===== src/rtl/ptos_tx.sv =====
// Parallel-to-serial SPI transmitter: valid/ready word in, MSB-first bit stream out,
// one bit per enabled clock, with a one-word holding buffer for gapless back-to-back words.
module ptos_tx #(
  parameter int   width      = 10,
  parameter logic IDLE_LEVEL = 1'b0
) (
  input  logic             clk,
  input  logic             rst_n,
  input  logic [width-1:0] data_in,
  input  logic             load,
  output logic             ready,
  input  logic             enable,
  output logic             out,
  output logic             busy,
  output logic             finish
);

  localparam int CW = $clog2(width);
  localparam logic [CW-1:0] CNT_MAX = CW'(width - 1);

  typedef enum logic {IDLE, SHIFT} state_t;

  state_t             state_q;
  logic [width-1:0]   shreg_q;
  logic [width-1:0]   hold_q;
  logic [CW-1:0]      cnt_q;
  logic               hold_vld_q;
  logic               finish_q;

  logic               accept;
  logic               last_bit;
  logic [width-1:0]   shreg_d;

  assign ready    = !hold_vld_q;
  assign accept   = load && ready;
  assign last_bit = (state_q == SHIFT) && enable && (cnt_q == '0);
  assign shreg_d  = {shreg_q[width-2:0], 1'b0};

  assign out    = (state_q == SHIFT) ? shreg_q[width-1] : IDLE_LEVEL;
  assign busy   = (state_q == SHIFT);
  assign finish = finish_q;

  always_ff @(posedge clk or negedge rst_n) begin
    if (!rst_n) begin
      state_q    <= IDLE;
      shreg_q    <= '0;
      cnt_q      <= '0;
      hold_vld_q <= 1'b0;
      finish_q   <= 1'b0;
    end else begin
      finish_q <= 1'b0;
      case (state_q)
        IDLE: begin
          if (accept) begin
            shreg_q <= data_in;
            cnt_q   <= CNT_MAX;
            state_q <= SHIFT;
          end
        end
        SHIFT: begin
          if (enable) begin
            if (cnt_q != '0) begin
              shreg_q <= shreg_d;
              cnt_q   <= cnt_q - 1'b1;
            end else begin
              // Last bit consumed: chain the next word without an idle bit if one exists.
              finish_q <= 1'b1;
              if (hold_vld_q) begin
                shreg_q    <= hold_q;
                hold_vld_q <= 1'b0;
                cnt_q      <= CNT_MAX;
              end else if (accept) begin
                shreg_q <= data_in;
                cnt_q   <= CNT_MAX;
              end else begin
                state_q <= IDLE;
              end
            end
          end
          if (accept && !last_bit) begin
            hold_q     <= data_in;
            hold_vld_q <= 1'b1;
          end
        end
        default: state_q <= IDLE;
      endcase
    end
  end

endmodule


===== config.mk =====
export PLATFORM = sky130hd
export DESIGN_NAME = ptos_tx
export DESIGN_NICKNAME = d
export VERILOG_FILES = /design/src/rtl/ptos_tx.sv
export SDC_FILE = /design/constraint.sdc
export NUM_CORES = 1
export LEC_CHECK = 0
export CORE_AREA = 2 2 64 66
export DETAILED_ROUTE_END_ITERATION = 8
export DIE_AREA = 0 0 66 68
export PLACE_DENSITY_LB_ADDON = 0.08
export SLEW_MARGIN = 20
export SYNTH_ARGS = -nofsm -noshare
export SYNTH_HDL_FRONTEND = slang
export SYNTH_SLANG_ARGS = --single-unit

===== constraint.sdc =====
create_clock -name clk -period 1.58 [get_ports clk]
set_input_delay 0.395 -clock clk [delete_from_list [all_inputs] [get_ports clk]]
set_output_delay 0.395 -clock clk [all_outputs]
set_load 0.1 [all_outputs]

# After elaboration in Yosys (flattened, before gate mapping)
# Index checks and enable logic that the tools add are counted.
# word_totals
register_bits	27
input_bits	14
elab_cells	43
# classes
addsub	1
n_eq_ne	2
n_mux	22
bitwise_logic	1
n_reduce_logical	11
# ops
op	n
$mux 10	4
$pmux 10 s2	1
$mux 4	4
$mux 1	11
$pmux 4 s2	1
$reduce_and 3->1	2
$logic_and 1x1->1	4
$logic_not 4->1	1
$reduce_bool 4->1	1
$sub 4x1->4 const B	1
$logic_not 1->1	2
$ne 2x1->1 const B	1
$ne 2x2->1 const B	1
$pmux 1 s2	1
$reduce_bool 2->1	1
$not 1->1	1

# Logic depth before layout (Yosys ltp)
# Gate-level depths: netlist (run 1).
# logic_depth
word_depth	7
ltp_mapped	6

# Worst setup path before layout (run 1)
# Ideal clock, no wire load.
# synth_timing
kind	register to output
from	register state_q (netlist: busy)
to	output out
t_arrival_ns	2.078
required_time_ns	1.185
slack_ns	-0.893
stages_incl_launch_ff	4
cell_sequence	dfrtp_1 buf_2 buf_6 and2_1
# synth_between
elab_chain_cells	1
# synth_lines
element	line	text
start, declared	23	state_t state_q;
start signal, assigned	45	state_q <= IDLE;
start signal, assigned	57	state_q <= SHIFT;
start signal, assigned	76	state_q <= IDLE;
$mux 1	39	assign out = (state_q == SHIFT) ? shreg_q[width-1] : IDLE_LEVEL;
end, declared	13	output logic out,
# No other way between the ends.

# Worst setup path after layout (run 1)
# Ends and elaborated chain as after synthesis.

==> results.md, run 1 <==
- WP data required: 1.18 ns
- Post-DR wirelength/cell: 17.2 um
- Critical Path End Type: output port
- Critical path arrival: 1.21 ns
- Ys Warns: 0
- Layout cells sized above 1: 42.5%
- Die X: 66 um
- Fillers: 346
- Commonest cells after routing, fill and taps aside: buf_4 (24), dfrtp_1 (15), clkdlybuf4s50_1 (12)
- CP startpoint kind: register
- HP Class: reg -> reg
- Worst-path clk slew: 0.10 ns
- DP Worst Slack: -0.326 ns
- Die ar.: 0.00449 mm^2
- Final core occ: 53.9%
- Clock Latency Late Sink: 0.28 ns
- CTS Buf Count: 3
- Syn Nets: 131
- # IOs: 18
- Crit Path Class: reg -> out
- Min Tclk post-route: 1.61 ns
- Leakage: 0.815 nW
- Sequential share of the synthesized area: 50.0%
- Met2 usage: 28.7%
- Max VDD drop: 0.544 mV
- Sequential fraction of design power: 30.9%
- Critical R2R Launch: cnt_q[1]
- Final Max Slew Viols: 0
- GR peak layer: met2
- Post-Route WL: 3610 um
- Crit path buf inv count: 2
- Worst slew pin tran: 0.334 ns
- Clock tree sinks: 27
- Internal Power: 2.17 mW
- DRC errors left: 0
- Initial DRC count: 30
- # hold bufs at CTS: 0
- Non-Filler Instances: 210
- Drt pass-1 iters: 4
- Final hold viol count: 0
- Cell row count: 23
- GR Util met3: 2.47%
- CP max stage cell: dfrtp_4
- IO buf count: 17
- Worst hold margin: 0.512 ns
- Ant diodes: 0
- Slowest stage delay, CP: 0.50 ns
- Violated checks: setup timing
- Synth Cell Area: 0.00145 mm^2
- Comb pwr share: 57.0%
- Top delay family on crit path: flip-flops
- # placed instances: 196
- Largest fanout on the critical path: 3
- Core area: 0.00386 mm^2
- Average vias per placed instance: 5.49
- Cell count after synthesis: 116
- #FFs+latches synth: 27
- Clock share of power: 12.2%
- Max cap viols: 0
- Final period util: 102%
- Total congestion overflow: 0
- Netlist cell types: 40
- Max_slew headroom: 77.5%
- Synth Area per Inst: 12.5 um^2
- P per Cell Area: 1660 mW/mm^2
- TritonCTS clock tree: done
- Final setup skew: 0.00394 ns
- Switching power share of the total: 37.3%
- CTS root buf: clkbuf_8
- Layout Nets: 176
- Total track usage: 17.4%
- Psw: 1.29 mW
- Area grow syn2layout: 43.1%
- Final HPWL DP: 2390 um
- Deepest clock path buffer count: 2
- Largest net degree at the start of global routing: 20
- Hold_sp: shreg_q[0]
- Met1 Usage GRT: 23.6%
- Crit-path cells: buf_8, and2_4, buf_12
- Die Ht: 68 um
- Total power: 3.45 mW
- Initial Util: 37.7%
- First-pass GRT wire length: 5770 um
- Via count: 1153
- Critical path origin: busy
- Number of global-route vias before repair: 1174
- Final setup viols: 5
- RSZ-0062 raised after global routing: true
- Worst setup margin: -0.0286 ns
- Status: complete, but fails checks
- Initial antenna violation count: 0
- Remaining antenna violation count: 0
- CTS H-tree depth: 1
- Max Fclk: 622 MHz
- Gpl congestion: 0.754
- Commonest non-fill, non-tap cell in the layout: buf_4
-- final timing paths --
check / to / slack, ns / cells past startpoint
max in group asynchronous: busy / 0.80 / 2
worst max register to register: shreg_q[3] / -0.01 / 7
worst min-delay path: shreg_q[0] / 0.51 / 1
worst max-delay path: out / -0.03 / 3
worst min register to register: shreg_q[0] / 0.51 / 1
min in group asynchronous: busy / 0.56 / 2
-- kinds of logic after synthesis --
| kind of cell | Yosys count | share of synthesized area (%) |
|---|---|---|
| buffers and inverters | 16 | 6.98 |
| and+or+nand+nor | 39 | 19.6 |
| AOI/OAI and AO/OA | 24 | 15.7 |
| DFF | 27 | 50.0 |
| adders and majority gates | 1 | 0.861 |
| muxes | 9 | 6.89 |
-- power by group through the flow --
stage	Combinational [mW]	Clock, mW	Sequential [mW]
detailed placement	1.64	0	1.08
finish	1.97	0.420	1.07
CTS	1.87	0.437	1.07
global route	2.11	0.456	1.09
global placement	1.61	0	1.07
floorplan	1.05	0	1.11
-- synthesized netlist by cell type (all sizes together) --
master   instances  area share, %
and3             1           0.52
and2             3            1.4
inv              8            2.1
o32a             1           0.69
mux2             8            6.2
nor4             1           0.43
and4             1           0.60
or3              1           0.43
edfxtp          10             21
nor3             1           0.34
a22o             1           0.60
nand4bb          1           0.78
nand4            1           0.43
nor2b            1           0.43
nand4b           8            4.8
and2b            1           0.52
a221o            1           0.78
ha               1           0.86
o32ai            1           0.60
o2bb2ai          1           0.60
a21oi            1           0.34
buf              8            4.9
mux2i            1           0.69
nor3b            1            1.3
nand2            5            1.3
a221oi           1            1.8
nand2b           1           0.95
dfrtp           17             29
o211ai           2            1.0
o221ai           1           0.60
o221a            8            6.2
o21ai            4            1.4
a21o             1           0.52
nand3b           9            4.7
nor2             3           0.78
a211oi           1           0.52
-- layer usage --
metal | part of all wire, % | vias up | routed length (um)
li1 | - | 540 | -
met1 | 47 | 583 | 1680
met2 | 49 | 25 | 1770
met3 | 2.8 | 5 | 102
met4 | 1.4 | 0 | 51
met5 | 0 | - | 0
-- flip-flops by register name (all words and copies together) (netlist names) --
| register | cells |
|---|---|
| hold_q | 10 |
| shreg_q | 10 |
| hold_vld_q | 1 |
| cnt_q | 4 |
| finish | 1 |
| busy | 1 |
-- stage by stage --
step                setup TNS, ns  area [um^2]
floorplan                  -0.616         1500
global placement            -6.40         1850
detailed placement          -7.15         1850
CTS                       -0.0647         2030
global route                -1.09         2080
finish                    -0.0598         2080
-- cell type report --
cell class	count	area [um^2]	area share, %
multi-input combinational	74	733	35.3
sequential	27	731	35.2
timing repair buffer	47	469	22.6
tap	50	62.6	3.01
clock buffer	3	41.3	1.99
inverter	8	33.8	1.63
clock inverter	1	7.51	0.361
-- timing repair --
item,in CTS,in global routing
resized for setup,18,5
gates cloned,1,0
setup buffers,5,4
pin swaps,0,1
setup endpoints to repair,21,25
(Power assumes the default switching activity.)
==> inputs of run 2 (changes only) <==
--- a/config.mk
+++ b/config.mk
@@ -5,6 +5,7 @@
 export SDC_FILE = /design/constraint.sdc
 export NUM_CORES = 1
 export LEC_CHECK = 0
+export CAP_MARGIN = 20
 export CORE_AREA = 2 2 64 66
 export DETAILED_ROUTE_END_ITERATION = 8
 export DIE_AREA = 0 0 66 68
==> results of run 2 <==
The final DEF is identical to that of run 1; final timing and power are the same.
==> inputs of run 3 (changes only) <==
--- a/config.mk
+++ b/config.mk
@@ -10,7 +10,9 @@
 export DETAILED_ROUTE_END_ITERATION = 8
 export DIE_AREA = 0 0 66 68
 export PLACE_DENSITY_LB_ADDON = 0.08
+export SKIP_LAST_GASP = 1
 export SLEW_MARGIN = 20
 export SYNTH_ARGS = -nofsm -noshare
 export SYNTH_HDL_FRONTEND = slang
 export SYNTH_SLANG_ARGS = --single-unit
+export TNS_END_PERCENT = 100
==> run 3 against run 2 <==
Net effect: the flow still finishes with violations (setup timing); critical path depth unchanged; first-iteration DRC count fell by 6.7%; cell count unchanged; sequential cell count unchanged; critical path type unchanged; highest routed layer unchanged.
==> results.md, run 3 (synthesized netlist as in run 1, its figures left out) <==
- Leakage: 0.806 nW
- Sequential fraction of design power: 31.1%
- Final setup viols: 5
- Commonest cells after routing, fill and taps aside: buf_4 (24), dfrtp_1 (15), clkdlybuf4s50_1 (12)
- Worst setup margin: -0.0290 ns
- Top flop regs: hold_q: 10 flops, shreg_q: 10 flops, cnt_q: 4 flops
- Worst hold margin: 0.509 ns
- Final hold viol count: 0
- Worst slew pin tran: 0.333 ns
- Max cap viols: 0
- Critical R2R Launch: cnt_q[0]
- Post-route setup TNS: -0.0446 ns
- Psw: 1.27 mW
- Clock share of power: 12.4%
- Largest net degree at the start of global routing: 20
- Initial DRC count: 28
- HP Class: reg -> reg
- Max_slew headroom: 77.6%
- Via count: 1132
- CTS root buf: clkbuf_8
- Layout Nets: 176
- Die ar.: 0.00449 mm^2
- Critical path arrival: 1.21 ns
- Die Ht: 68 um
- Average vias per placed instance: 5.39
- Switching power share of the total: 37.3%
- Final setup skew: 0.00605 ns
- Commonest non-fill, non-tap cell in the layout: buf_4
- Final period util: 102%
- Area grow syn2layout: 40.8%
- Max VDD drop: 0.533 mV
- Post-Route WL: 3530 um
- Critical path origin: busy
- CTS H-tree depth: 1
- Clock tree sinks: 27
- P per Cell Area: 1660 mW/mm^2
- Post-DR wirelength/cell: 16.8 um
- CP startpoint kind: register
- DRC errors left: 0
- Status: complete, but fails checks
- IO buf count: 17
- Violated checks: setup timing
- Layout cells sized above 1: 42.5%
- Core area: 0.00386 mm^2
- Critical Path End Type: output port
- Initial Util: 37.7%
- Comb pwr share: 56.4%
- Largest fanout on the critical path: 3
- Crit Path Class: reg -> out
- WP data required: 1.18 ns
- Ant diodes: 0
- Initial antenna violation count: 0
- Cell row count: 23
- Final HPWL DP: 2390 um
- TritonCTS clock tree: done
- Min Tclk post-route: 1.61 ns
- Die X: 66 um
- Max Fclk: 622 MHz
- First-pass GRT wire length: 5620 um
- Total track usage: 17.0%
- Drt pass-1 iters: 4
- RSZ-0062 raised after global routing: true
- # hold bufs at CTS: 0
- # IOs: 18
- CTS Buf Count: 3
- Worst-path clk slew: 0.10 ns
- Clock Latency Late Sink: 0.28 ns
- Final Max Slew Viols: 0
- Hold_sp: shreg_q[0]
- Number of global-route vias before repair: 1169
- Gpl congestion: 0.754
- Internal Power: 2.13 mW
- Deepest clock path buffer count: 2
- Remaining antenna violation count: 0
- Total congestion overflow: 0
## run 3: repair_timing
action / in CTS / in global routing
pin swaps: 0 / 3
setup buffers: 5 / 4
gates cloned: 1 / 0
endpoints found under the setup margin: 21 / 25
resized for setup: 12 / 7
## run 3: metal layers
layer | wire length, um | GRT usage [%] | vias up
li1 | - | - | 538
met1 | 1680 | 22.1 | 567
met2 | 1700 | 28.9 | 23
met3 | 111 | 2.47 | 4
met4 | 35 | 6.12 | 0
met5 | 0 | 0 | -
## run 3: worst paths after layout
check | slack [ns] | end | cells after the start
worst max-delay path | -0.03 | out | 3
worst min-delay path | 0.51 | shreg_q[0] | 1
worst max register to register | -0.01 | shreg_q[2] | 7
worst min register to register | 0.51 | shreg_q[0] | 1
max in group asynchronous | 0.80 | busy | 2
min in group asynchronous | 0.56 | busy | 2
## run 3: power by group through the flow
| stage | sequential [mW] | combinational (mW) | clock [mW] |
|---|---|---|---|
| floorplan | 1.11 | 1.05 | 0 |
| global placement | 1.07 | 1.61 | 0 |
| detailed placement | 1.08 | 1.64 | 0 |
| CTS | 1.06 | 1.79 | 0.437 |
| global route | 1.08 | 2.05 | 0.456 |
| finish | 1.06 | 1.92 | 0.423 |
## run 3: layout make-up
| cell class | count | area (um^2) |
|---|---|---|
| Tap cell | 50 | 62.6 |
| Multi-Input combinational cell | 74 | 701 |
| Clock inverter | 1 | 7.51 |
| Sequential cell | 27 | 731 |
| Inverter | 8 | 33.8 |
| Fill cell | 350 | 1810 |
| Clock buffer | 3 | 41.3 |
| Timing Repair Buffer | 47 | 469 |
## run 3: through the flow
stage	worst slack, ns	util [%]	power, mW	cells	instance area (um^2)
floorplan	-0.102	-	2.17	116	1500
global placement	-0.295	47.9	2.67	196	1850
detailed placement	-0.326	47.9	2.72	196	1850
CTS	-0.0400	51.6	3.29	206	1990
global route	-0.0894	53.1	3.60	210	2050
finish	-0.0290	53.1	3.40	210	2050
## run 3: worst max-delay path, cell delays in order (launching register included)
cell	delay [ns]
dfrtp_4	0.50
buf_8	0.13
and2_4	0.14
buf_12	0.16
